[config.mk]
export PLATFORM = sky130hd
export DESIGN_NAME = ps2_kbd_ctrl
export DESIGN_NICKNAME = d
export VERILOG_FILES = /design/src/rtl/ps2_kbd_ctrl.sv
export SDC_FILE = /design/constraint.sdc
export NUM_CORES = 1
export LEC_CHECK = 0
export ABC_AREA = 1
export CORE_MARGIN = 2
export CORE_UTILIZATION = 50
export CTS_CLUSTER_SIZE = 16
export DETAILED_ROUTE_END_ITERATION = 10
export GPL_TIMING_DRIVEN = 0
export PLACE_DENSITY = 0.73
export RECOVER_POWER = 25
export SETUP_SLACK_MARGIN = 0.5
export SKIP_LAST_GASP = 1
export SYNTH_ARGS = -nofsm -noshare
export SYNTH_HDL_FRONTEND = slang
export SYNTH_SLANG_ARGS = --single-unit
[constraint.sdc]
create_clock -name clk -period 3.7 [get_ports clk]
set_clock_uncertainty 0.1 [all_clocks]
set_input_delay 0.74 -clock clk [delete_from_list [all_inputs] [get_ports clk]]
set_output_delay 0.74 -clock clk [all_outputs]
set_load 0.005 [all_outputs]
[src/rtl/ps2_kbd_ctrl.sv]
// PS/2 keyboard controller: synchronizes the raw PS/2 lines, assembles
// 11-bit frames, and decodes make / break / E0-extended scancodes into a
// held-key view plus a wrapping keypress counter.
//
// state   | meaning
// IDLE    | no prefix pending
// EXT     | E0 received, next byte is an extended make or F0
// BRK     | F0 received, next byte names the released key
// EXT_BRK | E0 F0 received, next byte names the released extended key
module ps2_kbd_ctrl #(
  parameter int TIMEOUT = 50000,
  parameter int TO_W    = 16
) (
  input  logic       clk,
  input  logic       rst,
  input  logic       ps2_clk,
  input  logic       ps2_data,
  output logic [7:0] key_code,
  output logic       key_ext,
  output logic       key_valid,
  output logic [7:0] press_cnt,
  output logic       frame_err
);

  localparam logic [TO_W-1:0] TO_LIM = TO_W'(TIMEOUT);
  localparam logic [7:0] CODE_EXT = 8'hE0;
  localparam logic [7:0] CODE_BRK = 8'hF0;

  typedef enum logic [1:0] {
    IDLE    = 2'd0,
    EXT     = 2'd1,
    BRK     = 2'd2,
    EXT_BRK = 2'd3
  } state_t;

  logic [2:0]      clk_sync;
  logic [2:0]      data_sync;
  logic            fall;
  logic            data_bit;
  logic [3:0]      bit_cnt;
  logic [9:0]      shift;
  logic [TO_W-1:0] to_cnt;
  logic [10:0]     frame;
  logic            frame_ok;
  logic            byte_strobe;
  logic [7:0]      byte_data;
  state_t          state;

  // Falling edge is seen on the two oldest clock flops; data taken from the
  // oldest data flop, which is long settled while ps2_clk is high.
  assign fall     = clk_sync[2] & ~clk_sync[1];
  assign data_bit = data_sync[2];

  // Completed frame as it will look once the current bit is included.
  assign frame    = {data_bit, shift};
  assign frame_ok = (frame[0] == 1'b0) && (frame[10] == 1'b1) && (^frame[9:1] == 1'b1);

  // Three-flop synchronizers; idle-high lines so reset value is 1.
  always_ff @(posedge clk) begin
    if (rst) begin
      clk_sync  <= 3'b111;
      data_sync <= 3'b111;
    end else begin
      clk_sync  <= {clk_sync[1:0], ps2_clk};
      data_sync <= {data_sync[1:0], ps2_data};
    end
  end

  // Frame receiver with inter-bit timeout; emits a byte strobe or an error pulse.
  always_ff @(posedge clk) begin
    if (rst) begin
      bit_cnt     <= 4'd0;
      shift       <= 10'd0;
      to_cnt      <= '0;
      byte_strobe <= 1'b0;
      byte_data   <= 8'd0;
      frame_err   <= 1'b0;
    end else begin
      byte_strobe <= 1'b0;
      frame_err   <= 1'b0;
      if (fall) begin
        to_cnt <= '0;
        if (bit_cnt == 4'd10) begin
          bit_cnt <= 4'd0;
          if (frame_ok) begin
            byte_strobe <= 1'b1;
            byte_data   <= frame[8:1];
          end else begin
            frame_err <= 1'b1;
          end
        end else begin
          bit_cnt <= bit_cnt + 4'd1;
          shift   <= {data_bit, shift[9:1]};
        end
      end else if (bit_cnt != 4'd0) begin
        if (to_cnt == TO_LIM) begin
          bit_cnt <= 4'd0;
          to_cnt  <= '0;
        end else begin
          to_cnt <= to_cnt + 1'b1;
        end
      end else begin
        to_cnt <= '0;
      end
    end
  end

  // Scancode decoder: tracks prefixes and maintains the held-key outputs.
  always_ff @(posedge clk) begin
    if (rst) begin
      state     <= IDLE;
      key_code  <= 8'd0;
      key_ext   <= 1'b0;
      key_valid <= 1'b0;
      press_cnt <= 8'd0;
    end else if (byte_strobe) begin
      case (state)
        IDLE: begin
          if (byte_data == CODE_EXT) begin
            state <= EXT;
          end else if (byte_data == CODE_BRK) begin
            state <= BRK;
          end else if (!(key_valid && key_code == byte_data && !key_ext)) begin
            key_code  <= byte_data;
            key_ext   <= 1'b0;
            key_valid <= 1'b1;
            press_cnt <= press_cnt + 8'd1;
          end
        end
        EXT: begin
          if (byte_data == CODE_BRK) begin
            state <= EXT_BRK;
          end else if (byte_data == CODE_EXT) begin
            state <= EXT;
          end else begin
            state <= IDLE;
            if (!(key_valid && key_code == byte_data && key_ext)) begin
              key_code  <= byte_data;
              key_ext   <= 1'b1;
              key_valid <= 1'b1;
              press_cnt <= press_cnt + 8'd1;
            end
          end
        end
        BRK: begin
          state <= IDLE;
          if (key_valid && key_code == byte_data && !key_ext) begin
            key_valid <= 1'b0;
          end
        end
        EXT_BRK: begin
          state <= IDLE;
          if (key_valid && key_code == byte_data && key_ext) begin
            key_valid <= 1'b0;
          end
        end
        default: state <= IDLE;
      endcase
    end
  end

endmodule
# After elaboration in Yosys (flattened, before gate mapping)
# Cells that the tools add are included.
dict set report totals {
  register_bits 66
  input_bits 4
  out_inout_bits 19
  word_cells 98
}
dict set report classes {
  addsub 3
  n_eq_ne 17
  muxes 38
  bitwise_logic 6
  n_reduce_logical 21
}
# op count
set ops {}
lappend ops {{$mux W8} 12}
lappend ops {{$pmux W8 S2} 2}
lappend ops {{$add A16 B1 Y16 const B} 1}
lappend ops {{$eq A16 B16 Y1 const B} 1}
lappend ops {{$eq A8 B8 Y1 const B} 2}
lappend ops {{$mux W4} 4}
lappend ops {{$ne A2 B2 Y1 const B} 8}
lappend ops {{$mux W1} 14}
lappend ops {{$reduce_and A9 Y1} 1}
lappend ops {{$reduce_xor A9 Y1} 1}
lappend ops {{$add A8 B1 Y8 const B} 1}
lappend ops {{$eq A8 B8 Y1} 1}
lappend ops {{$reduce_and A8 Y1} 1}
lappend ops {{$mux W2} 3}
lappend ops {{$pmux W2 S3} 1}
lappend ops {{$reduce_and A2 Y1} 3}
lappend ops {{$reduce_bool A2 Y1} 3}
lappend ops {{$logic_and A1 B1 Y1} 5}
lappend ops {{$not A1 Y1} 5}
lappend ops {{$add A4 B1 Y4 const B} 1}
lappend ops {{$eq A2 B2 Y1 const B} 2}
lappend ops {{$eq A4 B4 Y1 const B} 1}
lappend ops {{$pmux W1 S4} 1}
lappend ops {{$reduce_bool A4 Y1} 1}
lappend ops {{10 further kinds} 10}

# Longest topological paths before layout
# Gate-level depths: netlist (run 1).
dict set report logic_depth {
  ltp_word 7
  mapped_depth 13
  mapped_depth_nobuf 13
}

# Worst setup path after synthesis (run 1)
# No wires, ideal clock.
dict set report synth_timing {
  kind {register -> register}
  start {reg to_cnt[0]}
  end {reg to_cnt[14]}
  setup_ns 0.132
  arrival_time_ns 1.453
  required_time_ns 3.468
  path_slack_ns 2.014
  stages_incl_launch_ff 13
  n_path_buf 0
  period_less_slack_ns 1.686
  path_cell_list {dfxtp_1 -> ha_1 -> nand2_1 -> inv_1 -> nand2_1 -> nor3_1 -> nand2_1 -> nor2_1 -> nand2_1 -> inv_1 -> nand2_1 -> o21ai_0 -> a21oi_1}
}
dict set report synth_via {
  elab_chain_cells 2
  word_cells_on_any_way 3
  classes_between {1 x add/sub; 1 x eq/ne; 1 x reduce/logical}
}
# item line_no
set synth_rtl {}
lappend synth_rtl {{from (decl)} 42} ;# logic [TO_W-1:0] to_cnt;
lappend synth_rtl {{from (signal assigned)} 100} ;# to_cnt <= to_cnt + 1'b1;
lappend synth_rtl {{parallel branches: the longest is 2 deep, another holds $add A16 B1 Y16} --}
# Several ways; the timed one is not identified.
# A chain may end at the register's enable or synchronous reset.

# Final worst setup path (run 1)
dict set report layout_timing {
  start {in rst}
  end {reg key_code[2]}
}
# item line_no
set layout_lines {}
lappend layout_lines {{from (decl)} 15} ;# input logic rst,
lappend layout_lines {{to (signal assigned)} 124} ;# key_code <= byte_data;
lappend layout_lines {{to (signal assigned)} 138} ;# key_code <= byte_data;
lappend layout_lines {{to (decl)} 18} ;# output logic [7:0] key_code,
# No word-level cell between the ends.

==> results of run 1 <==
## power by group
group          switching (mW)  leakage [nW]  total [mW]  internal, mW
Combinational          0.0350         0.928      0.0553        0.0203
Sequential            0.00750         0.534       0.727         0.719
Clock                   0.271        0.0962       0.596         0.324
## area by class of cell
class / count / area share (%)
multi-input cells: 327 / 43.1
flip-flops and latches: 66 / 35.0
inverters: 65 / 6.47
repair buffers: 22 / 5.84
clock buffers: 12 / 3.85
well taps: 77 / 2.55
plain buffers: 13 / 2.06
clock inverters: 3 / 1.06
## per-layer routing
layer  up-vias  global-route usage (%)
li1       1564                       -
met3         7                    4.57
met4         0                    7.65
met5         -                       0
met1      1401                    28.8
met2        62                    33.7
## sequential cells by signal, indices dropped and copies added (netlist names)
name and flops:
bit_cnt 4, byte_data 8, byte_strobe 1, clk_sync 3
data_sync 3, frame_err 1, key_code 8, key_ext 1
key_valid 1, press_cnt 8, shift 10, state 2
to_cnt 16
## how the worst max path moves through the flow
stage / endpoint / start
floorplan: to_cnt[14]$_SDFF_PP0_ / to_cnt[0]$_SDFF_PP0_
global placement: to_cnt[15]$_SDFF_PP0_ / rst
detailed placement: to_cnt[15]$_SDFF_PP0_ / rst
CTS: key_ext / key_ext$_SDFFE_PP0P_
global route: key_code[0]$_SDFFE_PP0P_ / rst
finish: key_code[2]$_SDFFE_PP0P_ / rst
## synthesized netlist by cell type, types with 3 or more instances
| cell | n | area share [%] |
|---|---|---|
| a21oi_1 | 38 | 5.8 |
| buf_2 | 4 | 0.61 |
| clkbuf_1 | 5 | 0.57 |
| dfxtp_1 | 66 | 40 |
| ha_1 | 6 | 2.3 |
| inv_1 | 60 | 6.9 |
| inv_2 | 5 | 0.57 |
| nand2_1 | 108 | 12 |
| nand3_1 | 27 | 4.1 |
| nand3_4 | 3 | 1.6 |
| nand4_1 | 12 | 2.3 |
| nor2_1 | 66 | 7.5 |
| nor3_1 | 11 | 1.7 |
| nor3b_1 | 3 | 0.69 |
| nor4_1 | 4 | 0.76 |
| o21ai_0 | 15 | 2.3 |
| or2_2 | 7 | 1.3 |
| xnor2_1 | 5 | 1.3 |
| xor2_1 | 9 | 2.4 |
## stage by stage
step | std cells | cell area [sq um] | utilization, %
floorplan | 471 | 3280 | -
global placement | 570 | 3600 | 56.7
detailed placement | 570 | 3600 | 56.7
CTS | 585 | 3790 | 59.6
global route | 585 | 3770 | 59.4
finish | 585 | 3770 | 59.4
## logic make-up after synthesis
| group | count (synthesis) |
|---|---|
| AO/OA/AOI/OAI | 56 |
| buffers and inverters | 78 |
| AND/OR/NAND/NOR | 251 |
| XOR/XNOR | 14 |
| flip-flops | 66 |
| adder cells (fa/ha/maj) | 6 |
==> flow_summary.json, run 1 <==
{
  "die_area_sq_um": 7230,
  "grt_use_total_pct": 21.3,
  "core_sq_um": 6350,
  "reg2regPathDepth": 12,
  "fin_total_pwr_mw": 1.38,
  "worstSetupPathType": "in -> reg",
  "overflow": 0,
  "muxShareOfSynthArea_pct": 0,
  "io_pins": 23,
  "ys_async_sr_fraction_pct": 0,
  "yosys_warnings": 0,
  "die_y_um": 85.1,
  "path_common_cell": "clkbuf_1",
  "fin_ws_ps": 1490,
  "wl_per_cell_um": 12.2,
  "final_cell_mix": "nand2_1 (108), nor2_1 (67), dfxtp_1 (66), inv_1 (60), a21oi_1 (38)",
  "fill_cells": 576,
  "globalplace.congestion": 0.879,
  "final_hold_viol_count": 0,
  "crit_path_end_kind": "flop",
  "r2r_slack_ps": 1640,
  "clk_pin_slew_worst_paths_ps": 70,
  "rows": 29,
  "htreeDepth": 3,
  "grt_max_degree": 11,
  "whs_path_depth": 1,
  "timing.rr.start": "byte_data[4]$_SDFFE_PP0P_",
  "tritoncts": "done",
  "critPathArrivalTime_ps": 2300,
  "die_w_um": 85.1,
  "wl_met3_um": 293,
  "ys_seq_area_share_pct": 40.2,
  "crit_buf_inv": 3,
  "drc": 0,
  "status": "completed",
  "hold_end": "data_sync[1]$_SDFF_PP1_",
  "via_count": 3034,
  "fin_crit_ps": 2210,
  "power_density_nw_per_um2": 365,
  "slew_headroom_pct": 57.8,
  "met1Wirelength_um": 3570,
  "viasPerCell": 5.19,
  "ir_drop_mv": 0.373,
  "syn_nets": 481,
  "crit_family": "buffers and inverters",
  "dr_wl_met2_um": 3180,
  "setup-tns-final_ps": 0,
  "cts_buffers": 9,
  "rsz0062_at_grt": "false",
  "place_ws_ps": 1310,
  "clockRootBuffer": "clkbuf_8",
  "seqCellArea_sq_um": 1320,
  "tightestPinTransition_ps": 633,
  "cts_resized": 0,
  "start_kind": "input pin",
  "highest-signal-layer": "met4",
  "clockBufferDepth": 2,
  "first_global_vias": 2767,
  "worstHoldPathType": "reg -> reg",
  "yosys.area_share.simple_pct": 35.1,
  "post_cts_buffers": 0,
  "slowest_stage": "dlygate4sd3_1",
  "worst_ep_required_time_ps": 3790,
  "drive_gt1_share_pct": 7.87,
  "portBuffers": 22,
  "synthCells": 471,
  "synth_cell_types": 32,
  "setup_viol": 0,
  "synth_area_per_cell_sq_um": 6.97,
  "critPathMaxStageDelay_ps": 580,
  "period_share_pct": 59.7,
  "fmax_mhz": 453,
  "area_growth_pct": 14.8,
  "timing.rr.end": "key_code[2]$_SDFFE_PP0P_",
  "maxCapViolCount": 0,
  "synthesis.area_sq_um": 3280,
  "routed_wl_um": 7120,
  "whs_ps": 310,
  "drtIter0Drc": 240,
  "synth_edf_count": 0,
  "hp-start": "data_sync[0]$_SDFF_PP1_",
  "finalMaxSlewViolations": 0,
  "path_depth": 4,
  "ys.flop_type": "dfxtp_1",
  "synth_top_family_by_area": "simple AND/OR/NAND/NOR gates",
  "first_pass_iters": 4,
  "nets": 514,
  "antennaDiodeCount": 0,
  "synthXorXnorAreaFrac_pct": 3.73,
  "leakagePower_nw": 1.56,
  "synth-compound-area-share_pct": 8.80,
  "grt_pass1_wl_um": 12300,
  "worstPathCellList": "dlygate4sd3_1 > clkbuf_1 > clkbuf_1 > a21oi_1",
  "grt_antenna_before_repair": 0,
  "multi_input_area_sq_um": 1630,
  "final_common_cell": "nand2_1",
  "dp_hpwl_um": 5330,
  "path_max_fanout": 10,
  "clock-sinks": 66,
  "synthAdderAreaFrac_pct": 2.29,
  "clk_latency_ps": 340,
  "cts_hold_buf": 0,
  "synth.ff_latch_count": 66,
  "antenna_left": 0,
  "start_util_pct": 51.7
}
No activity file was read; power rests on OpenSTA's default activity.
==> inputs of run 2 (changes only) <==
==> constraint.sdc (replaced) <==
create_clock -name clk -period 2.1 [get_ports clk]
set_clock_uncertainty 0.1 [all_clocks]
set_input_delay 0.42 -clock clk [delete_from_list [all_inputs] [get_ports clk]]
set_output_delay 0.42 -clock clk [all_outputs]
set_load 0.005 [all_outputs]
==> flow_summary.json, run 2 (same netlist as run 1, synthesis figures left out) <==
{
  "grt_pass1_wl_um": 14500,
  "reg2regPathDepth": 12,
  "via_count": 3675,
  "top_register": "to_cnt",
  "nets": 581,
  "cts_hold_buf": 0,
  "worstHoldPathType": "reg -> reg",
  "comb_power_share_pct": 5.7,
  "ir_drop_mv": 0.780,
  "final_common_cell": "nand2_1",
  "clk_pin_slew_worst_paths_ps": 70,
  "fin_ws_ps": 190,
  "final_hold_viol_count": 0,
  "period_share_pct": 90.9,
  "overflow": 0,
  "final_cell_mix": "nand2_1 (74), inv_1 (46), buf_4 (46), nor2_1 (45), dfxtp_1 (40)",
  "die_w_um": 85.1,
  "path_max_fanout": 5,
  "die_y_um": 85.1,
  "finalMaxSlewViolations": 0,
  "tightestPinTransition_ps": 795,
  "clock-sinks": 66,
  "worstSetupEndpoint": "key_code[6]$_SDFFE_PP0P_",
  "grt_antenna_before_repair": 0,
  "clockRootBuffer": "clkbuf_8",
  "first_global_vias": 3138,
  "critPathArrivalTime_ps": 2080,
  "switchingPower_mw": 0.632,
  "leakagePower_nw": 2.11,
  "pwr-share-clk_pct": 47.4,
  "io_pins": 23,
  "globalplace.congestion": 0.940,
  "grt_use_total_pct": 25.0,
  "hp-start": "data_sync[0]$_SDFF_PP1_",
  "fmax_mhz": 524,
  "crit_path_end_kind": "flop",
  "antennaDiodeCount": 0,
  "setup-tns-final_ps": 0,
  "power_density_nw_per_um2": 536,
  "viasPerCell": 5.63,
  "area_growth_pct": 53.7,
  "timing.rr.start": "key_code[0]$_SDFFE_PP0P_",
  "r2r_slack_ps": 190,
  "setup_viol": 0,
  "largest_register_ff_count": 16,
  "rsz0062_at_grt": "true",
  "fin_crit_ps": 1910,
  "rows": 29,
  "clockBufferDepth": 2,
  "wl_per_cell_um": 17.4,
  "place_ws_ps": 10.4,
  "grt_max_degree": 12,
  "worst_ep_required_time_ps": 2270,
  "drive_gt1_share_pct": 45.3,
  "fill_cells": 361,
  "slew_headroom_pct": 47.0,
  "worstSetupPathType": "reg -> reg",
  "tritoncts": "done",
  "portBuffers": 22,
  "drtIter0Drc": 364,
  "internal_power_mw": 2.07,
  "die_area_sq_um": 7230,
  "status": "completed",
  "maxCapViolCount": 0,
  "switching_share_pct": 23.4,
  "routed_wl_um": 11300,
  "dp_hpwl_um": 5290,
  "core_sq_um": 6350,
  "reg_top3": "to_cnt: 16 flops, shift: 10 flops",
  "seq_power_share_pct": 46.9,
  "clk_latency_ps": 350,
  "first_pass_iters": 5,
  "cts_buffers": 9,
  "htreeDepth": 3,
  "start_kind": "flop",
  "start_util_pct": 51.7,
  "drc": 0,
  "timing.critical_path.from": "key_code[0]$_SDFFE_PP0P_",
  "timing.rr.end": "key_code[6]$_SDFFE_PP0P_",
  "antenna_left": 0
}
run 2: repair_timing:
| action | CTS | global route |
|---|---|---|
| buffers inserted | 46 | 17 |
| resized for setup | 120 | 135 |
| pin swaps | 26 | 48 |
| cloned | 3 | 1 |
| setup endpoints to repair | 72 | 58 |
run 2: worst min path at each step:
stage                              endpoint  slack (ps)  cells past startpoint
detailed placement   clk_sync[1]$_SDFF_PP1_         300                      1
global placement    data_sync[1]$_SDFF_PP1_         290                      1
floorplan            clk_sync[1]$_SDFF_PP1_         290                      1
global route        data_sync[1]$_SDFF_PP1_         330                      1
finish              data_sync[1]$_SDFF_PP1_         310                      1
CTS                 data_sync[1]$_SDFF_PP1_         310                      1
run 2: worst max-delay path: stages (launching register included):
cell	delay [ps]
dfxtp_1	430
inv_1	80
nand2_2	80
inv_1	40
nor2_1	90
nand2_1	110
nor2_4	160
nand3_4	150
nand3_4	160
buf_12	120
buf_8	120
nand2_1	60
a21oi_1	120
run 2: layer usage:
layer | vias up | share of wire (%) | global-route usage (%)
li1 | 1698 | - | -
met1 | 1761 | 41 | 33.9
met2 | 169 | 49 | 40.8
met3 | 47 | 6.2 | 3.79
met4 | 0 | 3.5 | 8.51
met5 | - | 0 | 0
run 2: power by group through the flow:
stage	Clock, mW	Combinational [mW]	Sequential (mW)
2_1_floorplan	0	0.0746	1.31
3_5_place_dp	0	0.101	1.31
3_3_place_gp	0	0.0974	1.31
5_1_grt	1.33	0.169	1.27
6_report	1.28	0.155	1.27
4_1_cts	1.27	0.113	1.27
run 2: cell type report:
class / instances / area [sq um] / area share, %
Multi-Input combinational cell: 327 / 2150 / 42.5
Sequential cell: 66 / 1400 / 27.8
Timing Repair Buffer: 89 / 816 / 16.2
Inverter: 65 / 246 / 4.88
Clock buffer: 12 / 165 / 3.27
Buffer: 13 / 101 / 2.01
Tap cell: 77 / 96.3 / 1.91
Clock inverter: 4 / 72.6 / 1.44
run 2: stage by stage:
stage	instance area (sq um)	utilization, %	std cells	total power [mW]	hold slack [ps]
3_3_place_gp	3630	57.1	570	1.41	291
5_1_grt	5050	79.5	653	2.77	325
3_5_place_dp	3630	57.1	570	1.41	298
2_1_floorplan	3310	-	471	1.38	289
4_1_cts	4500	70.8	635	2.66	314
6_report	5050	79.5	653	2.71	310
